`src/rtl/instr_fetch_pkg.sv`:
```
`default_nettype none
// ============================================================================
// Module      : instr_fetch_pkg
// Description : Shared definitions for the instruction fetch stage: FSM state
//               encodings, instruction-word field positions, default halt
//               opcode, opcode width shared with exe_engine, word splitter.
// Revision    : 1.0 - initial release
// ============================================================================
package instr_fetch_pkg;

    // FSM state encodings (STEP is only reachable in single-step builds)
    localparam int unsigned              c_STATE_W  = 3;
    localparam logic [c_STATE_W-1:0]     c_ST_IDLE  = 3'd0;
    localparam logic [c_STATE_W-1:0]     c_ST_FETCH = 3'd1;
    localparam logic [c_STATE_W-1:0]     c_ST_WAIT  = 3'd2;
    localparam logic [c_STATE_W-1:0]     c_ST_ISSUE = 3'd3;
    localparam logic [c_STATE_W-1:0]     c_ST_HALT  = 3'd4;
    localparam logic [c_STATE_W-1:0]     c_ST_STEP  = 3'd5;

    // Opcode width shared with exe_engine and the default halt opcode
    localparam int unsigned              c_OPCODE_W = 4;
    localparam logic [c_OPCODE_W-1:0]    c_HALT_OP  = 4'hF;

    // Instruction-word field positions (each field is 8 bits wide)
    localparam int unsigned              c_FIELD_W   = 8;
    localparam int unsigned              c_OP_LSB    = 24;
    localparam int unsigned              c_DST_LSB   = 16;
    localparam int unsigned              c_SRC1_LSB  = 8;
    localparam int unsigned              c_SRC2_LSB  = 0;

    typedef struct packed {
        logic [c_FIELD_W-1:0] op;
        logic [c_FIELD_W-1:0] dst;
        logic [c_FIELD_W-1:0] src1;
        logic [c_FIELD_W-1:0] src2;
    } imem_word_t;

    // Split a raw memory word into its raw 8-bit fields
    function automatic imem_word_t split_word(input logic [31:0] word);
        imem_word_t f;
        f.op   = word[c_OP_LSB   +: c_FIELD_W];
        f.dst  = word[c_DST_LSB  +: c_FIELD_W];
        f.src1 = word[c_SRC1_LSB +: c_FIELD_W];
        f.src2 = word[c_SRC2_LSB +: c_FIELD_W];
        return f;
    endfunction

endpackage
`default_nettype wire

```
`src/rtl/instr_fetch_pc_counter.sv`:
```
`default_nettype none
// ============================================================================
// Module      : pc_counter
// Description : Program counter register with synchronous clear, increment
//               and silent modulo-2^WIDTH wrap; asynchronous active-low reset.
// Revision    : 1.0 - initial release
// ============================================================================
module pc_counter #(
    parameter int unsigned WIDTH = 8
) (
    input  logic             clk,
    input  logic             rst_n_i,
    input  logic             clr_i,
    input  logic             inc_i,
    output logic [WIDTH-1:0] count_o
);

    logic [WIDTH-1:0] count_q;
    logic [WIDTH-1:0] count_d;

    // Next count: clear wins over increment; increment wraps naturally
    always_comb begin
        count_d = count_q;
        if (clr_i) begin
            count_d = '0;
        end else if (inc_i) begin
            count_d = count_q + WIDTH'(1);
        end
    end

    // Counter register
    always_ff @(posedge clk or negedge rst_n_i) begin
        if (!rst_n_i) begin
            count_q <= '0;
        end else begin
            count_q <= count_d;
        end
    end

    assign count_o = count_q;

endmodule
`default_nettype wire

```
`src/rtl/instr_fetch.sv`:
```
`default_nettype none
// ============================================================================
// Module      : instr_fetch
// Description : Instruction fetch/issue stage feeding exe_engine. Fetches
//               32-bit words from a synchronous instruction memory, splits
//               them into opcode/operand fields and issues them with a
//               valid/ready handshake. The halt opcode stops fetching until
//               the next start pulse.
//               Optional macro FETCH_SINGLE_STEP_EN adds a 'step' input and a
//               STEP state entered after every handshake.
// Revision    : 1.0 - initial release
// ============================================================================
module instr_fetch
    import instr_fetch_pkg::*;
#(
    parameter int unsigned         ADDR_W   = 8,
    parameter int unsigned         OPCODE_W = c_OPCODE_W,
    parameter logic [OPCODE_W-1:0] HALT_OP  = OPCODE_W'(c_HALT_OP)
) (
    input  logic                clk,
    input  logic                reset,
    input  logic                start,
`ifdef FETCH_SINGLE_STEP_EN
    input  logic                step,
`endif
    output logic                imem_rd_en,
    output logic [ADDR_W-1:0]   imem_addr,
    input  logic [31:0]         imem_rdata,
    output logic [OPCODE_W-1:0] instr,
    output logic [ADDR_W-1:0]   dst,
    output logic [ADDR_W-1:0]   src1,
    output logic [ADDR_W-1:0]   src2,
    output logic                instr_valid,
    input  logic                exe_ready,
    output logic [ADDR_W-1:0]   pc,
    output logic                busy,
    output logic                halted
);

    logic [c_STATE_W-1:0] state_q;
    logic [c_STATE_W-1:0] state_d;

    logic [OPCODE_W-1:0]  instr_q;
    logic [ADDR_W-1:0]    dst_q;
    logic [ADDR_W-1:0]    src1_q;
    logic [ADDR_W-1:0]    src2_q;

    imem_word_t           w_word;
    logic [OPCODE_W-1:0]  w_opcode;
    logic                 w_is_halt;
    logic                 w_start_ok;
    logic                 w_handshake;
    logic                 w_unused_word;

    assign w_word        = split_word(imem_rdata);
    assign w_opcode      = w_word.op[OPCODE_W-1:0];
    assign w_is_halt     = (w_opcode == HALT_OP);
    // Opcode bits above OPCODE_W (and address bits beyond ADDR_W) are ignored
    assign w_unused_word = ^w_word;

    // start only counts when the stage is parked
    assign w_start_ok  = start && ((state_q == c_ST_IDLE) || (state_q == c_ST_HALT));
    assign w_handshake = (state_q == c_ST_ISSUE) && exe_ready;

    // Program counter: cleared by an accepted start, bumped by each handshake
    pc_counter #(
        .WIDTH   (ADDR_W)
    ) u_pc_counter (
        .clk     (clk),
        .rst_n_i (reset),
        .clr_i   (w_start_ok),
        .inc_i   (w_handshake),
        .count_o (pc)
    );

    // State register
    always_ff @(posedge clk or negedge reset) begin
        if (!reset) begin
            state_q <= c_ST_IDLE;
        end else begin
            state_q <= state_d;
        end
    end

    // Next-state logic
    always_comb begin
        state_d = state_q;
        case (state_q)
            c_ST_IDLE,
            c_ST_HALT:  if (start) state_d = c_ST_FETCH;
            c_ST_FETCH: state_d = c_ST_WAIT;
            c_ST_WAIT:  state_d = w_is_halt ? c_ST_HALT : c_ST_ISSUE;
`ifdef FETCH_SINGLE_STEP_EN
            c_ST_ISSUE: if (exe_ready) state_d = c_ST_STEP;
            c_ST_STEP:  if (step) state_d = c_ST_FETCH;
`else
            c_ST_ISSUE: if (exe_ready) state_d = c_ST_FETCH;
`endif
            default:    state_d = c_ST_IDLE;
        endcase
    end

    // Moore outputs decoded from registered state and pc only
    always_comb begin
        imem_rd_en  = 1'b0;
        imem_addr   = '0;
        instr_valid = 1'b0;
        busy        = 1'b0;
        halted      = 1'b0;
        case (state_q)
            c_ST_FETCH: begin
                imem_rd_en = 1'b1;
                imem_addr  = pc;
                busy       = 1'b1;
            end
            c_ST_WAIT:  busy = 1'b1;
            c_ST_ISSUE: begin
                instr_valid = 1'b1;
                busy        = 1'b1;
            end
            c_ST_STEP:  busy = 1'b1;
            c_ST_HALT:  halted = 1'b1;
            default:    busy = 1'b0;
        endcase
    end

    // Field-split registers: loaded in WAIT, held through ISSUE stalls
    always_ff @(posedge clk or negedge reset) begin
        if (!reset) begin
            instr_q <= '0;
            dst_q   <= '0;
            src1_q  <= '0;
            src2_q  <= '0;
        end else if (state_q == c_ST_WAIT) begin
            instr_q <= w_opcode;
            dst_q   <= ADDR_W'(w_word.dst);
            src1_q  <= ADDR_W'(w_word.src1);
            src2_q  <= ADDR_W'(w_word.src2);
        end
    end

    assign instr = instr_q;
    assign dst   = dst_q;
    assign src1  = src1_q;
    assign src2  = src2_q;

endmodule
`default_nettype wire

```
`config.mk`:
```
export PLATFORM = sky130hd
export DESIGN_NAME = instr_fetch
export DESIGN_NICKNAME = d
export VERILOG_FILES = /design/src/rtl/instr_fetch_pkg.sv /design/src/rtl/instr_fetch_pc_counter.sv /design/src/rtl/instr_fetch.sv
export SDC_FILE = /design/constraint.sdc
export NUM_CORES = 1
export LEC_CHECK = 0
export CORE_ASPECT_RATIO = 0.7
export CORE_MARGIN = 2
export CORE_UTILIZATION = 40
export DETAILED_ROUTE_END_ITERATION = 8
export MAX_ROUTING_LAYER = met4
export PLACE_DENSITY = 0.79
export SLEW_MARGIN = 10
export SYNTH_ARGS = -nofsm -noshare
export SYNTH_HDL_FRONTEND = slang
export SYNTH_HIERARCHICAL = 1
export SYNTH_SLANG_ARGS = --single-unit
```
`constraint.sdc`:
```
create_clock -name clk -period 2 [get_ports clk]
set_input_delay 0.4 -clock clk [delete_from_list [all_inputs] [get_ports clk]]
set_output_delay 0.4 -clock clk [all_outputs]
set_load 0.05 [all_outputs]
```
==> results of run 1 <==
[worst min-delay path by stage]
stage	slack [ps]	from	endpoint
floorplan	100	reset	dst[0]
CTS	250	reset	src2[5]
finish	200	reset	src2[5]
global route	280	reset	src2[5]
detailed placement	490	src1[7]	src1[7]
global placement	490	src1[3]	src1[3]
[state kept, by name (all words and copies together) (netlist names)]
name,count
src1,8
u_pc_counter/count_o,8
instr,4
state_q,3
src2,8
dst,8
[layout by cell type, fill, tap and decap left out, types with 2 or more instances in the layout]
master                            count
sky130_fd_sc_hd__nor2_1               6
sky130_fd_sc_hd__nand4_1              3
sky130_fd_sc_hd__nand2_1              3
sky130_fd_sc_hd__o21ai_0              4
sky130_fd_sc_hd__or3_1                3
sky130_fd_sc_hd__clkbuf_8             5
sky130_fd_sc_hd__and2_1               9
sky130_fd_sc_hd__clkdlybuf4s50_1     60
sky130_fd_sc_hd__dfrtp_1             38
sky130_fd_sc_hd__buf_12              12
sky130_fd_sc_hd__nand3_1              2
sky130_fd_sc_hd__bufinv_16            2
sky130_fd_sc_hd__mux2_4               9
sky130_fd_sc_hd__buf_4               10
sky130_fd_sc_hd__xor2_1               3
sky130_fd_sc_hd__a21oi_1              4
sky130_fd_sc_hd__mux2_2              19
[report_power, final]
| group | internal [mW] | leakage, nW | total (mW) | switching, mW |
|---|---|---|---|---|
| sequential | 1.14 | 0.467 | 1.42 | 0.277 |
| combinational | 1.32 | 0.690 | 3.23 | 1.91 |
| clock | 0.499 | 0.0654 | 0.771 | 0.272 |
[cells by family after synthesis]
logic type,count (synthesis),share of synthesized area [%]
buffers and inverters,7,3.13
adders and majority gates,1,0.727
xor gates and xnor gates,4,2.04
AOI/OAI and AO/OA,11,5.02
and+or+nand+nor,34,11.5
muxes,29,20.9
DFF,39,56.7
[layout make-up]
type,instances,share of cell area (%)
repair buffers,84,33.0
well taps,52,2.30
inverters,1,0.133
clock buffers,6,2.57
clock inverters,2,2.12
flip-flops and latches,39,34.5
multi-input cells,80,25.3
[per-stage QoR]
step | cells | instance area (µm²) | setup WS, ps | hold WS (ps) | utilization (%)
floorplan | 125 | 1730 | 6.30 | 104 | -
global placement | 254 | 2670 | 143 | 486 | 66.5
detailed placement | 254 | 2670 | 45.1 | 492 | 66.5
CTS | 263 | 2810 | 25.1 | 248 | 70.0
global route | 264 | 2830 | 12.4 | 280 | 70.4
finish | 264 | 2830 | 70.1 | 203 | 70.4
[what timing repair did]
item                       in CTS  in global routing
gates resized for setup         0                  3
setup endpoints to repair       7                 10
pin swaps                       1                  1
gates cloned                    0                  1
buffers inserted                1                  0
hold buffers                    0                  0
[metal layers]
metal,routed length (µm),up-vias,global-route usage (%),part of all wire [%]
met5,0,-,-,0
met1,1850,662,24.3,43
met4,46,0,6.43,1.1
li1,-,610,-,-
met3,277,6,5.52,6.4
met2,2140,55,31.5,50
==> results.md, run 1 <==
- Die Span X: ~80 µm
- Maximum number of pins on one net before global-route repair: 40
- Share of final-layout standard cells stronger than drive strength 1: a little under a third
- Top cells by instance count after synthesis: sky130_fd_sc_hd__dfrtp_1 (39), sky130_fd_sc_hd__mux2_2 (19), sky130_fd_sc_hd__and2_1 (10), sky130_fd_sc_hd__mux2_4 (9), sky130_fd_sc_hd__nor2_1 (6)
- Core area: roughly 4000 µm²
- Data required time at the worst endpoint: ~1600 ps
- Final-report max-slew violation count: 0
- Drt first-iter violations: just over 70
- DRC errors left: 0
- Max-cap check violation count: 0
- Via count: roughly 1,300
- Total power: between 5 and 6 mW
- Wirelength, routed: around 4300 µm
- Routability congestion estimate from global placement: slightly above 0.7
- Diodes inserted: 0
- Avg Cell Area, Syn: roughly 14 µm²
- Worst reg2reg startpoint: state_q[2]
- Filler Cells Inserted: around 290
- Die Y-Extent: 58.9 µm
- Status: finished clean
- Maximum fanout along the worst path: 9
- Count of pins on the block boundary: 84
- Post-synth net total: about 160
- Number of endpoints with negative hold slack in the final report: 0
- Cell depth of the worst setup path: 3
- Initial standard-cell utilization of the core: 42.8%
- Post-synth cell types: 28
- Number of antenna violations at the first check in global routing: 0
- Startpoint-to-endpoint class of the critical path: reg -> out
- Post-synth top area cell: sky130_fd_sc_hd__dfrtp_1
- Slew Limit Headroom: between 40 and 50%
- Maximum single-stage delay on the critical path: 550 ps
- Critical path origin: state_q[2]
- Total routing usage reported by global routing: about a fifth
- Primary FF master, synth: sky130_fd_sc_hd__dfrtp_1
- Buf/Inv on CP: 2
- Leakage power total: between 1 and 1.5 nW
- Internal reg-to-reg setup slack: approximately 140 ps
- Setup repair after global routing missed its margin: no
- Number of cell instances on the worst register-to-register path: 5
- Number of warning messages in the yosys log: 6
- Syn Inst Count: around 130
- Setup total negative slack: 0 ps
- Worst Skew: 7.36 ps
- Reg-to-reg critical path endpoint: u_pc_counter/count_o[7]
- Buffers from clock root to sink, at most: 2
- Global-route wire length before repair: ~6700 µm
- Cells along the critical path: inv_1, nor3_1, buf_12
- FF/Latch Area: just under 1000 µm²
- Clock tree from TritonCTS: yes
- Top-count cell post-synth: sky130_fd_sc_hd__dfrtp_1
- Part of the Yosys area used for sequential elements: 56.7%
- Total setup violations reported at the end of the flow: 0
- Critical-path top delay cell: sky130_fd_sc_hd__dfrtp_1
- Synth-to-Final Area Change: 64.4%
- Worst setup path endpoint: halted
- CTS root buffer: sky130_fd_sc_hd__clkbuf_8
- Critical path data arrival time: between 1500 and 2000 ps
- Final critical-path required period: a little under 2000 ps
- Number of port buffers: 79
- Number of clock sinks: 39
- Fin crit share: between 90% and 100%
- Residual antenna-violating net count after detailed routing: 0
- H-tree levels: 2
- Post-layout nets: between 200 and 250
- Share of synthesized registers carrying an async set or reset: 100%
- FF+latch count, synth: 39
- Family with the most delay on the worst path: flip-flops
- Slew at the pin with the worst max-slew slack: 838 ps
- Total Die Area: 4850 µm²
- Hold Crit Class: in -> async
- Clock insertion delay at the later pin of the skew report: around 290 ps
- FMAX: between 500 and 600 MHz
- CTS Buf Count: 5
- Biggest area contributors in the synthesized netlist: sky130_fd_sc_hd__dfrtp_1 (57%), sky130_fd_sc_hd__mux2_2 (12%), sky130_fd_sc_hd__mux2_4 (7.9%)
- Crit start category: register
- Cell area after technology mapping: between 1500 and 2000 µm²
- # rows: 19
- Top-area cell type share of the netlist area: 56.7%
- Detailed-router iteration count before antenna repair: 4
- Per-cell via count in the routed design: 5.05
- Cell Pwr Density: between 1500 and 2000 nW/µm²
- IR drop worst, VDD: 1.44 mV
- Gr ovfl total: 0
- DR WL/cell: between 15 and 20 µm
- Worst Setup End Kind: primary output
- CTS clock-pin slew for the worst setup and hold paths: 80 ps
- DP Wirelength: approximately 3100 µm
- Area of the multi-input gates: just over 700 µm²
- Via count of the first global-routing pass: ~1,400
- Number of synthesized flops with an enable pin: 0
Power figures use the tool's default switching activity.
==> inputs of run 2 (changes only) <==
- CORE_UTILIZATION: 40 -> 36
- PLACE_DENSITY: 0.79 -> 0.75
- clock period: 2 -> 1.7 ns (I/O delays scaled with it)
==> run 2 against run 1 <==
Against the previous run:
- the run now ends with negative setup slack left
- non-clock buffer count rose by 10
- flip-flop and latch count is the same
- clock power shrank 25%
- count of clock-buffer cells in the layout rose by 1
- critical endpoint is now imem_addr[4]
- largest power group unchanged
- global-route usage down 2.6 points
- worst hold slack got worse by 200 ps
- cell area grew 1.3%
==> results.md, run 2 (synthesis gave the netlist of run 1 again) <==
- Residual antenna-violating net count after detailed routing: 0 (unchanged)
- Violations in the final reports: negative setup slack
- Total setup violations reported at the end of the flow: 8 (+8)
- Number of clock sinks: 39 (unchanged)
- Cell Pwr Density: 2150 nW/µm² (+12%)
- Fin crit share: 101%
- Total power: 6.15 mW (+13%)
- DR WL/cell: 14.6 µm (-10%)
- Startpoint-to-endpoint class of the critical path: reg -> out
- Number of endpoints with negative hold slack in the final report: 0 (unchanged)
- Final critical-path required period: 1720 ps
- DP Wirelength: 3140 µm (+1.4%)
- Hold_ws: 5.02 ps (-198 ps)
- Sequential Power Share: 27.2% (+1.0 points)
- Gate power share: 63.4% (+3.8 points)
- DP Cell Count: 264 (+3.9%)
- Placed cell areas: 2740 µm² (+2.7%)
- Worst Setup End Kind: primary output
- Area of the multi-input gates: 738 µm² (+3.0%)
- Core area: 4450 µm² (+11%)
- Status: complete, but fails checks
- Maximum fanout along the worst path: 9 (unchanged)
- Drt first-iter violations: 24 (-67%)
- Filler Cells Inserted: 354 (+20%)
- Wirelength, routed: 4040 µm (-6.4%)
- Clock insertion delay at the later pin of the skew report: 280 ps (about the same)
- # rows: 20 (+1)
- Total routing usage reported by global routing: 17.2% (-2.6 points)
- Via count: 1,326 (-0.53%)
- Gr ovfl total: 0 (unchanged)
- CTS clock-pin slew for the worst setup and hold paths: 70 ps (about the same)
- Pint: 3.27 mW (+10%)
- Leakage power total: 1.29 nW (+5.6%)
- Maximum number of pins on one net before global-route repair: 21 (-48%)
- Setup total negative slack: -129 ps (-129 ps)
- Critical-path top delay cell: sky130_fd_sc_hd__dfrtp_2
- Most common cell after layout, fill and taps aside: sky130_fd_sc_hd__buf_4
- Pre-CTS setup slack: -102 ps (-147 ps)
- Utilization after layout: 64.3% (-6.1 points)
- Hold Crit Class: in -> async
- Via count of the first global-routing pass: 1,449 (+3.2%)
- Share of final-layout standard cells stronger than drive strength 1: 52.5% (+22 points)
- H-tree levels: 2 (unchanged)
- Slew at the pin with the worst max-slew slack: 470 ps (-368 ps)
- CTS root buffer: sky130_fd_sc_hd__clkbuf_8
- Switching part of the total: 46.9% (+1.5 points)
- Global-route wire length before repair: 6780 µm (+0.40%)
- CTS Buf Count: 5 (unchanged)
- Part of the power in the clock network: 9.4% (-4.8 points)
- Crit start category: register
- Maximum single-stage delay on the critical path: 450 ps (-100 ps)
- Max-cap check violation count: 0 (unchanged)
- Routability congestion estimate from global placement: 0.703 (-2.7%)
- IR drop worst, VDD: 1.22 mV (-15%)
- Per-cell via count in the routed design: 4.80 (-4.9%)
- Synth-to-Final Area Change: 66.5%
- Detailed-router iteration count before antenna repair: 4 (unchanged)
- Final WS setup: -18.5 ps (-88.6 ps)
- DRC errors left: 0 (unchanged)
- Die Y-Extent: 61.8 µm (+5.0%)
- Initial standard-cell utilization of the core: 38.6% (-4.2 points)
- Buffers from clock root to sink, at most: 2 (unchanged)
- Final non-filler cell total: 276 (+4.5%)
- Clock tree from TritonCTS: yes
- Cells along the critical path: nor3b_4, buf_6, and2_4, buf_12
- Post-layout nets: 257 (+3.6%)
- Number of port buffers: 79 (unchanged)
- Setup repair after global routing missed its margin: yes
- Number of hold-repair buffers added at the cts stage: 0 (unchanged)
- Number of antenna violations at the first check in global routing: 0 (unchanged)
- Reported net switching power: 2.88 mW (+17%)
- FMAX: slightly below 600 MHz
- Count of pins on the block boundary: 84 (unchanged)
- Highest-count cells in the layout ignoring fill and taps: sky130_fd_sc_hd__buf_4 (45), sky130_fd_sc_hd__dfrtp_1 (37), sky130_fd_sc_hd__clkdlybuf4s50_1 (30)
- Worst Skew: 5.08 ps (-2.28 ps)
- Critical path data arrival time: 1380 ps (-150 ps)
- FF/Latch Area: 978 µm² (+0.13%)
- Cell area after layout: 2870 µm² (+1.3%)
- Slew Limit Headroom: 68.7% (+25 points)
- Die Span X: 86.6 µm (+5.1%)
- Data required time at the worst endpoint: 1360 ps (-240 ps)
- Total Die Area: 5360 µm² (+10%)
- Diodes inserted: 0 (unchanged)
- Final-report max-slew violation count: 0 (unchanged)
## run 2: changes by cell type in the layout (fill, tap and decap cells not counted), moves of 2 or more
cell                              previous run  this run
sky130_fd_sc_hd__clkdlybuf4s50_1            60        30
sky130_fd_sc_hd__buf_4                      10        45
sky130_fd_sc_hd__buf_12                     12        17
sky130_fd_sc_hd__and2_4                      0        10
sky130_fd_sc_hd__bufinv_16                   2         0
sky130_fd_sc_hd__and2_1                      9         0
## run 2: layout make-up
cell class                      instances  area share (%)
Inverter                                1           0.131
Sequential cell                        39            34.1
Clock inverter                          1           0.175
Tap cell                               55            2.40
Timing Repair Buffer                   94            34.7
Multi-Input combinational cell         79            25.8
Clock buffer                            7            2.66
## run 2: worst max-delay path: cells and delay by family (launching register included)
family / cells / cell delay (ps)
buffers and inverters: 2 / 290
DFF: 1 / 450
and+or+nand+nor: 2 / 370
## run 2: final timing paths
check / startpoint / endpoint / slack (ps) / depth (start not counted)
worst max-delay path: state_q[1] / imem_addr[4] / -20 / 4
worst min-delay path: reset / src1[7] / 5 / 1
worst max register to register: state_q[2] / src2[2] / 50 / 4
worst min register to register: src1[1] / src1[1] / 510 / 1
max in group asynchronous: reset / src2[4] / 1230 / 2
min in group clk: src1[1] / src1[1] / 510 / 1
## run 2: per-layer routing
layer / wire length [µm] / vias up / track usage, %
li1: - / 627 / -
met1: 1800 / 650 / 21.2
met2: 2030 / 47 / 28.2
met3: 197 / 2 / 4.49
met4: 15 / 0 / 5.36
met5: 0 / - / -
## run 2: power by group through the flow
stage | clock network (mW) | registers, mW | logic [mW]
2_1_floorplan | 0 | 2.97 | 1.20
3_3_place_gp | 0 | 1.66 | 3.80
3_5_place_dp | 0 | 1.69 | 3.86
4_1_cts | 0.608 | 1.67 | 3.92
5_1_grt | 0.664 | 1.73 | 4.08
6_report | 0.580 | 1.67 | 3.90
## run 2: what timing repair did
action | CTS | global route
gates resized for setup | 3 | 3
pin swaps | 1 | 0
setup buffers | 2 | 2
setup endpoints to repair | 9 | 10
==> inputs of run 3 (changes only) <==
- ABC_AREA: default -> 1
- SYNTH_HIERARCHICAL: 1 -> default
==> run 3 against run 2 <==
Against the previous run:
- the run still ends with negative setup slack left
- die area up 1.4%
- synthesized cell count is 75% higher
- count of clock-buffer cells in the layout down 2
- cell area is 1.5% higher
- synthesized area rose by 1.5%
- cell count rose by 33%
- sequential power is essentially flat
- wire length is 11% higher
- utilization down 2.8 points
- global-route usage rose by 1.1 points
- clock skew is 3.1 ps higher
- sequential share of layout area is 0.51 points lower
- critical path type unchanged
==> results.md, run 3 <==
- Cell Pwr Density: 2230 nW/µm² (+3.7%)
- Slew Limit Headroom: 68.8% (+0.16 points)
- Top-area cell type share of the netlist area: 55.9% (-0.81 points)
- Reg-to-reg critical path endpoint: u_pc_counter.count_o[0]
- FMAX: 579 MHz (-0.44%)
- Data required time at the worst endpoint: 1360 ps (about the same)
- Fin crit share: 102% (+0.45 points)
- Maximum number of pins on one net before global-route repair: 30 (+43%)
- CTS Buf Count: 5 (unchanged)
- Leakage power total: 1.44 nW (+12%)
- Number of antenna violations at the first check in global routing: 0 (unchanged)
- Die Y-Extent: 62.3 µm (+0.68%)
- Startpoint of the worst hold path: src1[1]
- Cell area after layout: 2910 µm² (+1.5%)
- Internal reg-to-reg setup slack: 260 ps (+210 ps)
- Setup total negative slack: -34.6 ps (+94.9 ps)
- Global-route wire length before repair: 7390 µm (+9.1%)
- Number of warning messages in the yosys log: 0 (-6)
- Gr ovfl total: 0 (unchanged)
- Worst hold stages: 2
- FF+latch count, synth: 39 (unchanged)
- Total Die Area: 5430 µm² (+1.4%)
- Drt first-iter violations: 73 (+200%)
- Post-synth net total: 256 (+58%)
- Final critical-path required period: 1730 ps (+7.61 ps)
- Total routing usage reported by global routing: 18.2% (+1.1 points)
- Highest-count cells in the layout ignoring fill and taps: sky130_fd_sc_hd__nand2_1 (110), sky130_fd_sc_hd__buf_4 (43), sky130_fd_sc_hd__dfrtp_1 (37)
- Biggest area contributors in the synthesized netlist: sky130_fd_sc_hd__dfrtp_1 (56%), sky130_fd_sc_hd__nand2_1 (24%), sky130_fd_sc_hd__nor2_1 (3.7%)
- Critical path data arrival time: 1390 ps (about the same)
- Clock tree from TritonCTS: yes
- Detailed-router iteration count before antenna repair: 4 (unchanged)
- Number of synthesized flops with an enable pin: 0 (unchanged)
- Per-cell via count in the routed design: 4.64 (-3.5%)
- Gate power share: 59.9% (-3.5 points)
- Top-count cell post-synth: sky130_fd_sc_hd__nand2_1
- Wirelength, routed: 4480 µm (+11%)
- Total power: 6.47 mW (+5.3%)
- Switching part of the total: 51.1% (+4.2 points)
- Slew at the pin with the worst max-slew slack: 467 ps (-3.13 ps)
- Sequential Power Share: 25.4% (-1.8 points)
- DR WL/cell: 12.2 µm (-16%)
- Number of endpoints with negative hold slack in the final report: 0 (unchanged)
- Worst Setup End Kind: primary output
- Initial standard-cell utilization of the core: 36.9% (-1.7 points)
- Pre-CTS setup slack: 77.3 ps (+179 ps)
- H-tree levels: 2 (unchanged)
- Primary FF master, synth: sky130_fd_sc_hd__dfrtp_1
- Final WS setup: -26.1 ps (-7.61 ps)
- Hold Crit Class: reg -> reg
- Synth-to-Final Area Change: 66.7% (about the same)
- Buffers from clock root to sink, at most: 2 (unchanged)
- Crit start category: register
- Cell area after technology mapping: 1750 µm² (+1.5%)
- Routability congestion estimate from global placement: 0.870 (+24%)
- # rows: 21 (+5.0%)
- Diodes inserted: 0 (unchanged)
- Max-cap check violation count: 0 (unchanged)
- Via count: 1,697 (+28%)
- DP Cell Count: 353 (+34%)
- DRC errors left: 0 (unchanged)
- Capture endpoint of the worst hold path: src1[1]
- Final-report max-slew violation count: 0 (unchanged)
- Setup repair after global routing missed its margin: yes
- Count of pins on the block boundary: 84 (unchanged)
- Total setup violations reported at the end of the flow: 4 (-4)
- Residual antenna-violating net count after detailed routing: 0 (unchanged)
- Post-synth cell types: 19 (-32%)
- Number of clock sinks: 39 (unchanged)
- Violations in the final reports: negative setup slack
- DP Wirelength: 3260 µm (+3.7%)
- Status: complete, but fails checks
- Post-layout nets: 345 (+34%)
- Core area: 4730 µm² (+6.2%)
- Part of the Yosys area used for sequential elements: 55.9% (-0.81 points)
- Utilization after layout: 61.5% (-2.8 points)
- Share of final-layout standard cells stronger than drive strength 1: 28.8% (-24 points)
- Via count of the first global-routing pass: 1,606 (+11%)
- Avg Cell Area, Syn: 7.97 µm² (-42%)
- Pint: 3.17 mW (-3.0%)
- Top cells by instance count after synthesis: sky130_fd_sc_hd__nand2_1 (111), sky130_fd_sc_hd__dfrtp_1 (39), sky130_fd_sc_hd__nor2_1 (17), sky130_fd_sc_hd__inv_1 (13), sky130_fd_sc_hd__o21ai_0 (7)
- Post-synth top area cell: sky130_fd_sc_hd__dfrtp_1
- Most common cell after layout, fill and taps aside: sky130_fd_sc_hd__nand2_1
- CTS clock-pin slew for the worst setup and hold paths: 80 ps (about the same)
- Reported net switching power: 3.31 mW (+15%)
- Startpoint-to-endpoint class of the critical path: reg -> out
- Clock insertion delay at the later pin of the skew report: 300 ps (+20 ps)
- Hold_ws: 476 ps (+471 ps)
- Worst Skew: 8.18 ps (+3.10 ps)
- Worst reg2reg startpoint: state_q[1]
- CTS root buffer: sky130_fd_sc_hd__clkbuf_8
- IR drop worst, VDD: 1.21 mV (-0.59%)
- Final non-filler cell total: 366 (+33%)
- Part of the power in the clock network: 14.7% (+5.3 points)
- Placed cell areas: 2700 µm² (-1.6%)
- Number of cell instances on the worst register-to-register path: 7 (+3)
- Maximum fanout along the worst path: 9 (unchanged)
- Number of port buffers: 79 (unchanged)
- Syn Inst Count: 219 (+75%)
- Share of synthesized registers carrying an async set or reset: 100% (unchanged)
- Die Span X: 87.2 µm (+0.69%)
[run 3: cell types whose count changed after synthesis, sizes merged, moves of 4 or more]
| cell | delta |
|---|---|
| nand2 | +110 |
| mux2 | -28 |
| inv | +16 |
| nor2 | +13 |
| and2 | -10 |
| nand3 | +4 |
[run 3: power groups by stage]
stage | sequential [mW] | clock [mW] | combinational, mW
after floorplan | 2.89 | 0 | 1.28
after global placement | 1.64 | 0 | 3.71
after detailed placement | 1.65 | 0 | 3.77
after CTS | 1.65 | 0.970 | 3.84
after global routing | 1.70 | 1.02 | 4.13
final | 1.64 | 0.951 | 3.88
[run 3: metal layers]
metal	routed length, µm	track usage [%]
met5	0	-
met4	44	4.62
met3	357	7.18
met2	2020	28.2
met1	2050	22.3
[run 3: worst max-delay path by stage]
stage	end	startpoint	slack, ps	cells after the start
after floorplan	imem_addr[0]	state_q[1]	7	5
after global placement	u_pc_counter.count_o[0]	exe_ready	100	6
after detailed placement	u_pc_counter.count_o[0]	exe_ready	80	6
after CTS	imem_addr[0]	state_q[1]	-30	6
after global routing	imem_addr[0]	state_q[1]	-90	6
final	imem_addr[0]	state_q[1]	-30	6
[run 3: final cells by class]
class	instances	area (µm²)
multi-input combinational	157	749
fill	418	1820
sequential	39	978
clock buffer	5	68.8
tap	57	71.3
inverter	17	71.3
clock inverter	3	71.3
timing repair buffer	88	898
[run 3: worst max-delay path, stage by stage (launching register included)]
cell and delay [ps]:
sky130_fd_sc_hd__dfrtp_2 450, sky130_fd_sc_hd__inv_2 60, sky130_fd_sc_hd__nand2_2 60, sky130_fd_sc_hd__nor2_4 150, sky130_fd_sc_hd__inv_8 100, sky130_fd_sc_hd__nor2_4 130
sky130_fd_sc_hd__buf_12 140
[run 3: kinds of logic (layout without fill, tap and decap cells)]
logic type | count (synthesis) | after routing | synth area share (%)
adder cells (fa/ha/maj) | 1 | 1 | 0.717
AND/OR/NAND/NOR | 145 | 145 | 33.4
buffers and inverters | 23 | 113 | 6.59
AO/OA/AOI/OAI | 11 | 11 | 3.37
flip-flops | 39 | 39 | 55.9
[run 3: what timing repair did]
action | 4_1_cts | 5_1_grt
pin swaps | 1 | 0
gates cloned | 0 | 0
hold buffers | 1 | 0
endpoints found under the setup margin | 9 | 10
setup buffers | 3 | 1
gates resized for setup | 6 | 4
endpoints found under the hold margin | 17 | 0
